File: src/rtl/cpu_pkg.sv
// Shared CPU definitions: opcodes, branch-select encodings, fetch states and
// instruction field positions.
package cpu_pkg;

    localparam logic [7:0] OP_LOADI = 8'h00;
    localparam logic [7:0] OP_MOV   = 8'h01;
    localparam logic [7:0] OP_ADD   = 8'h02;
    localparam logic [7:0] OP_SUB   = 8'h03;
    localparam logic [7:0] OP_AND   = 8'h04;
    localparam logic [7:0] OP_OR    = 8'h05;
    localparam logic [7:0] OP_J     = 8'h06;
    localparam logic [7:0] OP_BEQ   = 8'h07;
    localparam logic [7:0] OP_BNE   = 8'h08;
    localparam logic [7:0] OP_LWD   = 8'h09;
    localparam logic [7:0] OP_LWI   = 8'h0A;
    localparam logic [7:0] OP_SWD   = 8'h0B;
    localparam logic [7:0] OP_SWI   = 8'h0C;
    localparam logic [7:0] OP_MULT  = 8'h0D;
    localparam logic [7:0] OP_SLL   = 8'h0E;
    localparam logic [7:0] OP_SRL   = 8'h0F;
    localparam logic [7:0] OP_SRA   = 8'h10;
    localparam logic [7:0] OP_ROR   = 8'h11;

    localparam logic [1:0] BSEL_NEXT = 2'b00;
    localparam logic [1:0] BSEL_JUMP = 2'b01;
    localparam logic [1:0] BSEL_BEQ  = 2'b10;
    localparam logic [1:0] BSEL_BNE  = 2'b11;

    typedef enum logic [1:0] {
        IDLE  = 2'd0,
        FETCH = 2'd1,
        ISSUE = 2'd2
    } fetch_state_e;

    localparam int unsigned OPC_MSB  = 31;
    localparam int unsigned OPC_LSB  = 24;
    localparam int unsigned DEST_MSB = 23;
    localparam int unsigned DEST_LSB = 16;
    localparam int unsigned SRC1_MSB = 15;
    localparam int unsigned SRC1_LSB = 8;
    localparam int unsigned SRC2_MSB = 7;
    localparam int unsigned SRC2_LSB = 0;

endpackage

File: src/rtl/next_pc_calc.sv
// Combinational next-PC resolution: sequential, jump, beq and bne targets
// from the current PC and the signed word offset byte.
module next_pc_calc
    import cpu_pkg::*;
#(
    parameter int unsigned ADDR_W       = 32,
    parameter int unsigned OFFSET_SHIFT = 2
) (
    input  logic [ADDR_W-1:0] pc,
    input  logic [7:0]        offset,
    input  logic [1:0]        bselect,
    input  logic              zero,
    output logic [ADDR_W-1:0] next_pc_c
);

    logic [ADDR_W-1:0] pc4;
    logic [ADDR_W-1:0] off_ext;
    logic [ADDR_W-1:0] tgt;

    always_comb begin
        pc4     = pc + ADDR_W'(4);
        off_ext = {{(ADDR_W-8){offset[7]}}, offset};
        tgt     = pc4 + (off_ext << OFFSET_SHIFT);
        next_pc_c = pc4;
        case (bselect)
            BSEL_NEXT: next_pc_c = pc4;
            BSEL_JUMP: next_pc_c = tgt;
            BSEL_BEQ:  next_pc_c = zero ? tgt : pc4;
            BSEL_BNE:  next_pc_c = zero ? pc4 : tgt;
            default:   next_pc_c = pc4;
        endcase
    end

endmodule

File: src/rtl/instr_fetch_unit.sv
// Instruction fetch unit: holds the PC, fetches one word per issue window over
// a read/busywait handshake and resolves the next PC when the window closes.
module instr_fetch_unit
    import cpu_pkg::*;
#(
    parameter int unsigned       ADDR_W       = 32,
    parameter int unsigned       INSTR_W      = 32,
    parameter logic [ADDR_W-1:0] RESET_PC     = '0,
    parameter int unsigned       OFFSET_SHIFT = 2
) (
    input  logic               clk,
    input  logic               reset_n,
    output logic               imem_read,
    output logic [ADDR_W-1:0]  imem_addr,
    input  logic [INSTR_W-1:0] imem_rdata,
    input  logic               imem_busywait,
    output logic [INSTR_W-1:0] instruction,
    output logic               instr_valid,
    input  logic [1:0]         bselect,
    input  logic               zero,
    input  logic               stall,
    output logic [ADDR_W-1:0]  pc,
    output logic [31:0]        retire_count
);

    fetch_state_e       state_q, state_d;
    logic [ADDR_W-1:0]  pc_q, pc_d;
    logic [INSTR_W-1:0] instr_q, instr_d;
    logic               imem_read_q, imem_read_d;
    logic               valid_q, valid_d;
    logic [31:0]        retire_q, retire_d;
    logic [ADDR_W-1:0]  next_pc_c;

    next_pc_calc #(
        .ADDR_W       (ADDR_W),
        .OFFSET_SHIFT (OFFSET_SHIFT)
    ) u_next_pc_calc (
        .pc        (pc_q),
        .offset    (instr_q[DEST_MSB:DEST_LSB]),
        .bselect   (bselect),
        .zero      (zero),
        .next_pc_c (next_pc_c)
    );

    // Next-state and registered-output logic for IDLE -> FETCH <-> ISSUE.
    always_comb begin
        state_d     = state_q;
        pc_d        = pc_q;
        instr_d     = instr_q;
        imem_read_d = imem_read_q;
        valid_d     = valid_q;
        retire_d    = retire_q;
        case (state_q)
            IDLE: begin
                state_d     = FETCH;
                imem_read_d = 1'b1;
            end
            FETCH: begin
                if (!imem_busywait) begin
                    instr_d     = imem_rdata;
                    imem_read_d = 1'b0;
                    valid_d     = 1'b1;
                    state_d     = ISSUE;
                end
            end
            ISSUE: begin
                // bselect/zero are only meaningful on the edge that closes the window.
                if (!stall) begin
                    pc_d        = next_pc_c;
                    retire_d    = retire_q + 32'd1;
                    valid_d     = 1'b0;
                    imem_read_d = 1'b1;
                    state_d     = FETCH;
                end
            end
            default: begin
                state_d     = IDLE;
                imem_read_d = 1'b0;
                valid_d     = 1'b0;
            end
        endcase
    end

    always_ff @(posedge clk or negedge reset_n) begin
        if (!reset_n) begin
            state_q     <= IDLE;
            pc_q        <= RESET_PC;
            instr_q     <= '0;
            imem_read_q <= 1'b0;
            valid_q     <= 1'b0;
            retire_q    <= '0;
        end else begin
            state_q     <= state_d;
            pc_q        <= pc_d;
            instr_q     <= instr_d;
            imem_read_q <= imem_read_d;
            valid_q     <= valid_d;
            retire_q    <= retire_d;
        end
    end

    assign imem_read    = imem_read_q;
    assign imem_addr    = pc_q;
    assign instruction  = instr_q;
    assign instr_valid  = valid_q;
    assign pc           = pc_q;
    assign retire_count = retire_q;

endmodule

File: config.mk
export PLATFORM = sky130hd
export DESIGN_NAME = instr_fetch_unit
export DESIGN_NICKNAME = d
export VERILOG_FILES = /design/src/rtl/cpu_pkg.sv /design/src/rtl/next_pc_calc.sv /design/src/rtl/instr_fetch_unit.sv
export SDC_FILE = /design/constraint.sdc
export NUM_CORES = 1
export LEC_CHECK = 0
export CAP_MARGIN = 10
export CORE_ASPECT_RATIO = 1.5
export CORE_MARGIN = 2
export CORE_UTILIZATION = 47
export CTS_BUF_LIST = sky130_fd_sc_hd__clkbuf_4 sky130_fd_sc_hd__clkbuf_8
export CTS_CLUSTER_SIZE = 25
export DETAILED_ROUTE_END_ITERATION = 12
export HOLD_SLACK_MARGIN = 0.05
export MAX_ROUTING_LAYER = met4
export PLACE_DENSITY = 0.9
export SLEW_MARGIN = 20
export SYNTH_ARGS = -nofsm -noshare
export SYNTH_HDL_FRONTEND = slang
export SYNTH_HIERARCHICAL = 1
export SYNTH_SLANG_ARGS = --single-unit
File: constraint.sdc
create_clock -name clk -period 3.1 [get_ports clk]
set_input_delay 0.93 -clock clk [delete_from_list [all_inputs] [get_ports clk]]
set_output_delay 0.93 -clock clk [all_outputs]
set_load 0.1 [all_outputs]
# Yosys cells after proc, flatten, opt, wreduce, memory -nomap -nowiden
# Index checks and enable logic that the tools add are counted.
[word_totals] regBits=100 input_bits=39 out_inout_bits=130 wordCells=37
[classes] addsub=3 n_eq_ne=7 muxes=12 n_bitwise=3 reduce_logical=6
[ops] op="case mux 32 bit (4 select lines)" count=1
[ops] op="two-way mux 32 bit" count=2
[ops] op="adder 32 x 1 -> 32 bit (second input constant)" count=1
[ops] op="adder 32 x 3 -> 32 bit (second input constant)" count=1
[ops] op="adder 32 bit" count=1
[ops] op="equality test 2 bit (second input constant)" count=3
[ops] op="case mux 1 bit (3 select lines)" count=2
[ops] op="case mux 2 bit (3 select lines)" count=1
[ops] op="AND reduction 2 bit" count=3
[ops] op="equality test 2 x 1 -> 1 bit (second input constant)" count=2
[ops] op="logical NOT 2 bit" count=2
[ops] op="two-way mux 1 bit" count=4
[ops] op="two-way mux 2 bit" count=2
[ops] op="inequality test 2 bit (second input constant)" count=2
[ops] op="NOT 1 bit" count=3
[ops] op="AND reduction 3 bit" count=1

# Depth between registers and ports, before layout
[depth] word_depth=4 mapped_depth=18 mapped_depth_nobuf=17

# By module
# The synthesis kept the hierarchy.
[modules_own_cells] module="instr_fetch_unit" instances=1 cells_per_inst=369 area_per_inst_um2=4160.2 seq_area_each_um2=2477.4
[modules_own_cells] module="next_pc_calc" instances=1 cells_per_inst=369 area_per_inst_um2=2542.4 seq_area_each_um2=0.0

# Worst setup path after synthesis
# Ideal clock, no wire load.
[synth_path] path_type="register to register" startpoint="register pc_q[4] (netlist: imem_addr[4])" endpoint="register pc_q[24] (netlist: imem_addr[24])" setup_time_ps=69 t_arrival_ps=3882 t_required_ps=3031 slack_ps=-851 path_stages_with_launch=17 n_path_buf=0 period_less_slack_ps=3951 path_cell_list="dfrtp_1 > and3_1 > and3_1 > and3_2 > and3_1 > nand3_1 > xnor2_2 > ha_1 > a21oi_1 > o21ai_0 > a221o_1 > a31oi_4 > o21bai_1 > xnor2_1 > a21oi_1 > nand2_1 > nand2_1"
[synth_between] elab_chain_cells=4 elab_cells_between_ends=5 cone_classes="add/sub: 2; mux: 3"
[synth_lines] item="from (decl)" line_no="instr_fetch_unit.sv:27" text="logic [ADDR_W-1:0] pc_q, pc_d;"
[synth_lines] item="from (signal assigned)" line_no="instr_fetch_unit.sv:94" text="pc_q <= pc_d;"
[synth_lines] item="adder 32 x 3 -> 32 bit (*)" line_no="next_pc_calc.sv:21" text="pc4 = pc + ADDR_W'(4);"
[synth_lines] item="adder 32 bit" line_no="next_pc_calc.sv:23" text="tgt = pc4 + (off_ext << OFFSET_SHIFT);"
[synth_lines] item="two-way mux 32 bit (on tied branches)" line_no="next_pc_calc.sv:29, next_pc_calc.sv:28"
[synth_lines] item="case mux 32 bit (4 select lines) (*)" line_no="next_pc_calc.sv:25" text="case (bselect)"
[synth_lines] item="net next_pc_c[24]" line_no="instr_fetch_unit.sv:32" text="logic [ADDR_W-1:0] next_pc_c;"
# The timed path passes the listed nets; every way through them passes the cells marked *.
# A chain may end at the register's enable or synchronous reset.

# Final worst setup path
[layout_path] startpoint="register pc_q[4] (netlist: imem_addr[4])" endpoint="register pc_q[20] (netlist: imem_addr[20])"
# The elaborated chain is that of the path after synthesis.

==> results.md <==
- Input/output buffers: 168
- Via/cell ratio: 5.36
- Share of layout cells above drive strength 1: 0.431
- 1st-iter DRT viols: 281
- Root buf cell: clkbuf_8
- Starting Density: 0.479
- Drt first pass iters: 4
- CP Buf/Inv Count: 1
- Top FF cell, synth: dfrtp_1
- Vias in the first global route: ~6,400
- Area contributors post-synth: dfrtp_1 (37%), nand2_1 (8.5%), xnor2_1 (7.6%), ha_1 (6.7%), mux2_2 (5.4%)
- H-tree level count: 3
- Register area: approximately 2500 µm²
- TritonCTS clock tree: done
- Endpoints failing setup: 17
- Worst hold path type: in2async
- Die Ht: roughly 150 µm
- DR DRC count: 0
- Yosys cell types: 68
- Startpoint types: flop
- DP HPWL: approximately 14,000 µm
- Fin crit share: 1.05
- Internal reg-to-reg setup slack: -0.16 ns
- Inserted Diodes: 0
- Synth async-reset ratio: 1.00
- Pin count of the biggest net entering global routing: 46
- Post-synth EDFFs: 0
- Row count: 53
- Slew Viols, Final: 0
- Worst setup path end: imem_addr[20]$_DFFE_PN0P_
- Worst Path Required: 3.39 ns
- CP arrival: ~3.6 ns
- Post-synthesis cell count: 738
- Clock tree buffer depth: 2
- Final core occ: 0.699
- Failing checks: setup timing
- FF-to-FF End: imem_addr[20]$_DFFE_PN0P_
- Wirelength per Cell: 16.6 µm
- Maximum fanout along the worst path: 5
- Total wire length: 19,700 µm
- Sequential area share after synthesis: 0.370
- Max Fclk: 306 MHz
- Number of CTS-inserted buffers: 9
- Full die area: 15,300 µm²
- Crit-path most repeated cell: and3_4
- Core area: 14,000 µm²
- All-Layer GR Usage: 0.258
- Chip width: 102 µm
- Area grow syn2layout: 45.9%
- Worst r2r path cells: 15
- Max cap viols: 0
- Mapped Nets: 814
- Kind of critical path: reg2reg
- CTS clk-pin slew, worst paths: ~0.11 ns
- Synth warnings: 6
- Max stage delay cell, worst path: dfrtp_4
- Final Critical Period: approximately 3.3 ns
- Final hold viol count: 0
- Crit-path cells: and3_4 -> and3_4 -> and3_4 -> and2b_2 -> xor2_2 -> ha_4 -> a21oi_4 -> o21bai_1 -> a221o_1 -> a31oi_4 -> buf_4 -> xor2_1 -> a21oi_1 -> nand2_1 -> nand2_1
- Critical Path Stages: 15
- Worst clock skew: 0.00968 ns
- Post-synthesis cell area: 6700 µm²
- Initial antenna violation count: 0
- Final setup margin: -0.163 ns
- Origin of the worst setup path: imem_addr[4]$_DFFE_PN0P_
- Final Wtd Congestion: 0.982
- Hold buffer count at CTS: 0
- Clock sinks: between 90 and 100
- ANT nets after route: 0
- CP Capture Type: flop
- Slew HR: 0.559
- Syn_area_per_cell: 9.08 µm²
- RSZ-0062 raised after global routing: yes
- Max stage delay on crit path: 0.48 ns
- I/O pin total: between 150 and 200
- First-pass GRT wire length: 30,300 µm
- Total gr overflow: 0
- Status: finished with violations
- Multi-input gate area: 4430 µm²
- Fillers: 1,000
- Reg-to-reg startpoint: imem_addr[4]$_DFFE_PN0P_
- Nets: around 1,100
- Family with the most delay on the worst path: simple AND/OR/NAND/NOR gates
- Transition time of the tightest slew-check pin: approximately 0.66 ns
- Post-synth top area cell: dfrtp_1
- Synth Register Bits: 99
- Worst skew pair latency: slightly below 0.4 ns
- Via count: 6,343
- Share of the synthesized area in the top cell type: 0.370
==> stage by stage <==
| stage | instance area [µm²] | setup WS (ns) | hold WS [ns] | TNS, ns | instances |
|---|---|---|---|---|---|
| after floorplan | 6900 | -0.222 | 0.508 | -1.96 | 738 |
| after global routing | 9780 | -0.283 | 0.481 | -3.75 | 1183 |
| final | 9780 | -0.163 | 0.454 | -1.47 | 1183 |
| after global placement | 8980 | -0.147 | 0.475 | -0.552 | 1150 |
| after detailed placement | 8980 | -0.206 | 0.482 | -1.25 | 1150 |
| after CTS | 9370 | -0.135 | 0.463 | -1.00 | 1171 |
==> how the worst min path moves through the flow <==
stage,slack (ns),cells past startpoint,from,endpoint
finish,0.45,1,reset_n,retire_count[28]$_DFFE_PN0P_
global route,0.48,1,reset_n,retire_count[28]$_DFFE_PN0P_
CTS,0.46,1,reset_n,retire_count[29]$_DFFE_PN0P_
detailed placement,0.48,1,retire_count[31]$_DFFE_PN0P_,retire_count[31]$_DFFE_PN0P_
global placement,0.47,1,retire_count[31]$_DFFE_PN0P_,retire_count[31]$_DFFE_PN0P_
floorplan,0.51,1,state_q[1]$_DFFE_PN0P_,instr_valid$_DFFE_PN0P_
==> cells in the mapped netlist (3+ instances only) <==
| library cell | number |
|---|---|
| nand2_1 | 151 |
| dfrtp_1 | 99 |
| xnor2_1 | 58 |
| nor2_1 | 46 |
| ha_1 | 36 |
| a21oi_1 | 35 |
| buf_4 | 34 |
| mux2_2 | 32 |
| nand3_1 | 32 |
| xor2_1 | 26 |
| o21ai_0 | 20 |
| nand4_1 | 17 |
| inv_1 | 14 |
| and3_1 | 13 |
| clkbuf_1 | 12 |
| o21ai_1 | 8 |
| nor3_1 | 7 |
| o21bai_1 | 7 |
| buf_2 | 6 |
| o21a_1 | 6 |
| a21o_1 | 5 |
| a21oi_2 | 4 |
| nand2b_1 | 4 |
| a211oi_1 | 3 |
| a31oi_1 | 3 |
| and4_1 | 3 |
==> repair_timing <==
item | in CTS | in global routing
endpoints found under the setup margin | 16 | 20
gates resized for setup | 32 | 52
buffers inserted | 6 | 12
endpoints found under the hold margin | 0 | 0
pin swaps | 17 | 34
==> worst reg2reg max path, delay by kind of cell (launching register included) <==
| kind | cells | cell delay [ns] |
|---|---|---|
| buffers and inverters | 1 | 0.15 |
| DFF | 1 | 0.48 |
| xor gates and xnor gates | 2 | 0.39 |
| and+or+nand+nor | 6 | 0.96 |
| adders and majority gates | 1 | 0.26 |
| AOI/OAI and AO/OA | 5 | 0.92 |
==> kinds of logic (layout without fill, tap and decap cells) <==
family,count (synthesis),after routing,share of synthesized area
buf+inv,68,321,0.0582
mux,34,34,0.0567
simple gates,295,295,0.205
xor+xnor,85,85,0.112
fa+ha+maj,37,37,0.0702
flops,99,99,0.370
compound gates,120,120,0.128
==> metal layers <==
metal  global-route usage  part of all wire  vias up
met3               0.0413             0.042       59
li1                     -                 -     3013
met5                    -                 0        -
met1                0.284              0.38     3059
met2                0.448              0.54      212
met4                0.122             0.040        0
==> placed cells by master (no fill, tap or decap), drive strengths merged, types with 17 or more instances in the layout <==
cell type,Yosys,final
buf,42,255
nand2,152,152
dfrtp,99,99
xnor2,59,59
nor2,47,47
a21oi,39,39
clkdlybuf4s50,0,37
ha,36,36
mux2,32,32
nand3,32,32
o21ai,30,30
xor2,26,26
nand4,17,17
==> state kept, by name (all words and copies together) (netlist names) <==
| signal | cells |
|---|---|
| state_q | 2 |
| instr_valid | 1 |
| imem_addr | 32 |
| retire_count | 32 |
| instruction | 32 |
==> final cells by class <==
class,count,area share
clock inverters,6,0.00640
inverters,14,0.00537
repair buffers,292,0.238
clock buffers,9,0.0127
multi-input cells,571,0.453
flip-flops and latches,99,0.261
well taps,192,0.0246
Power is left out: the tool's default activity adds up to more than one toggle a clock period on the data nets, which glitch-free logic cannot reach.
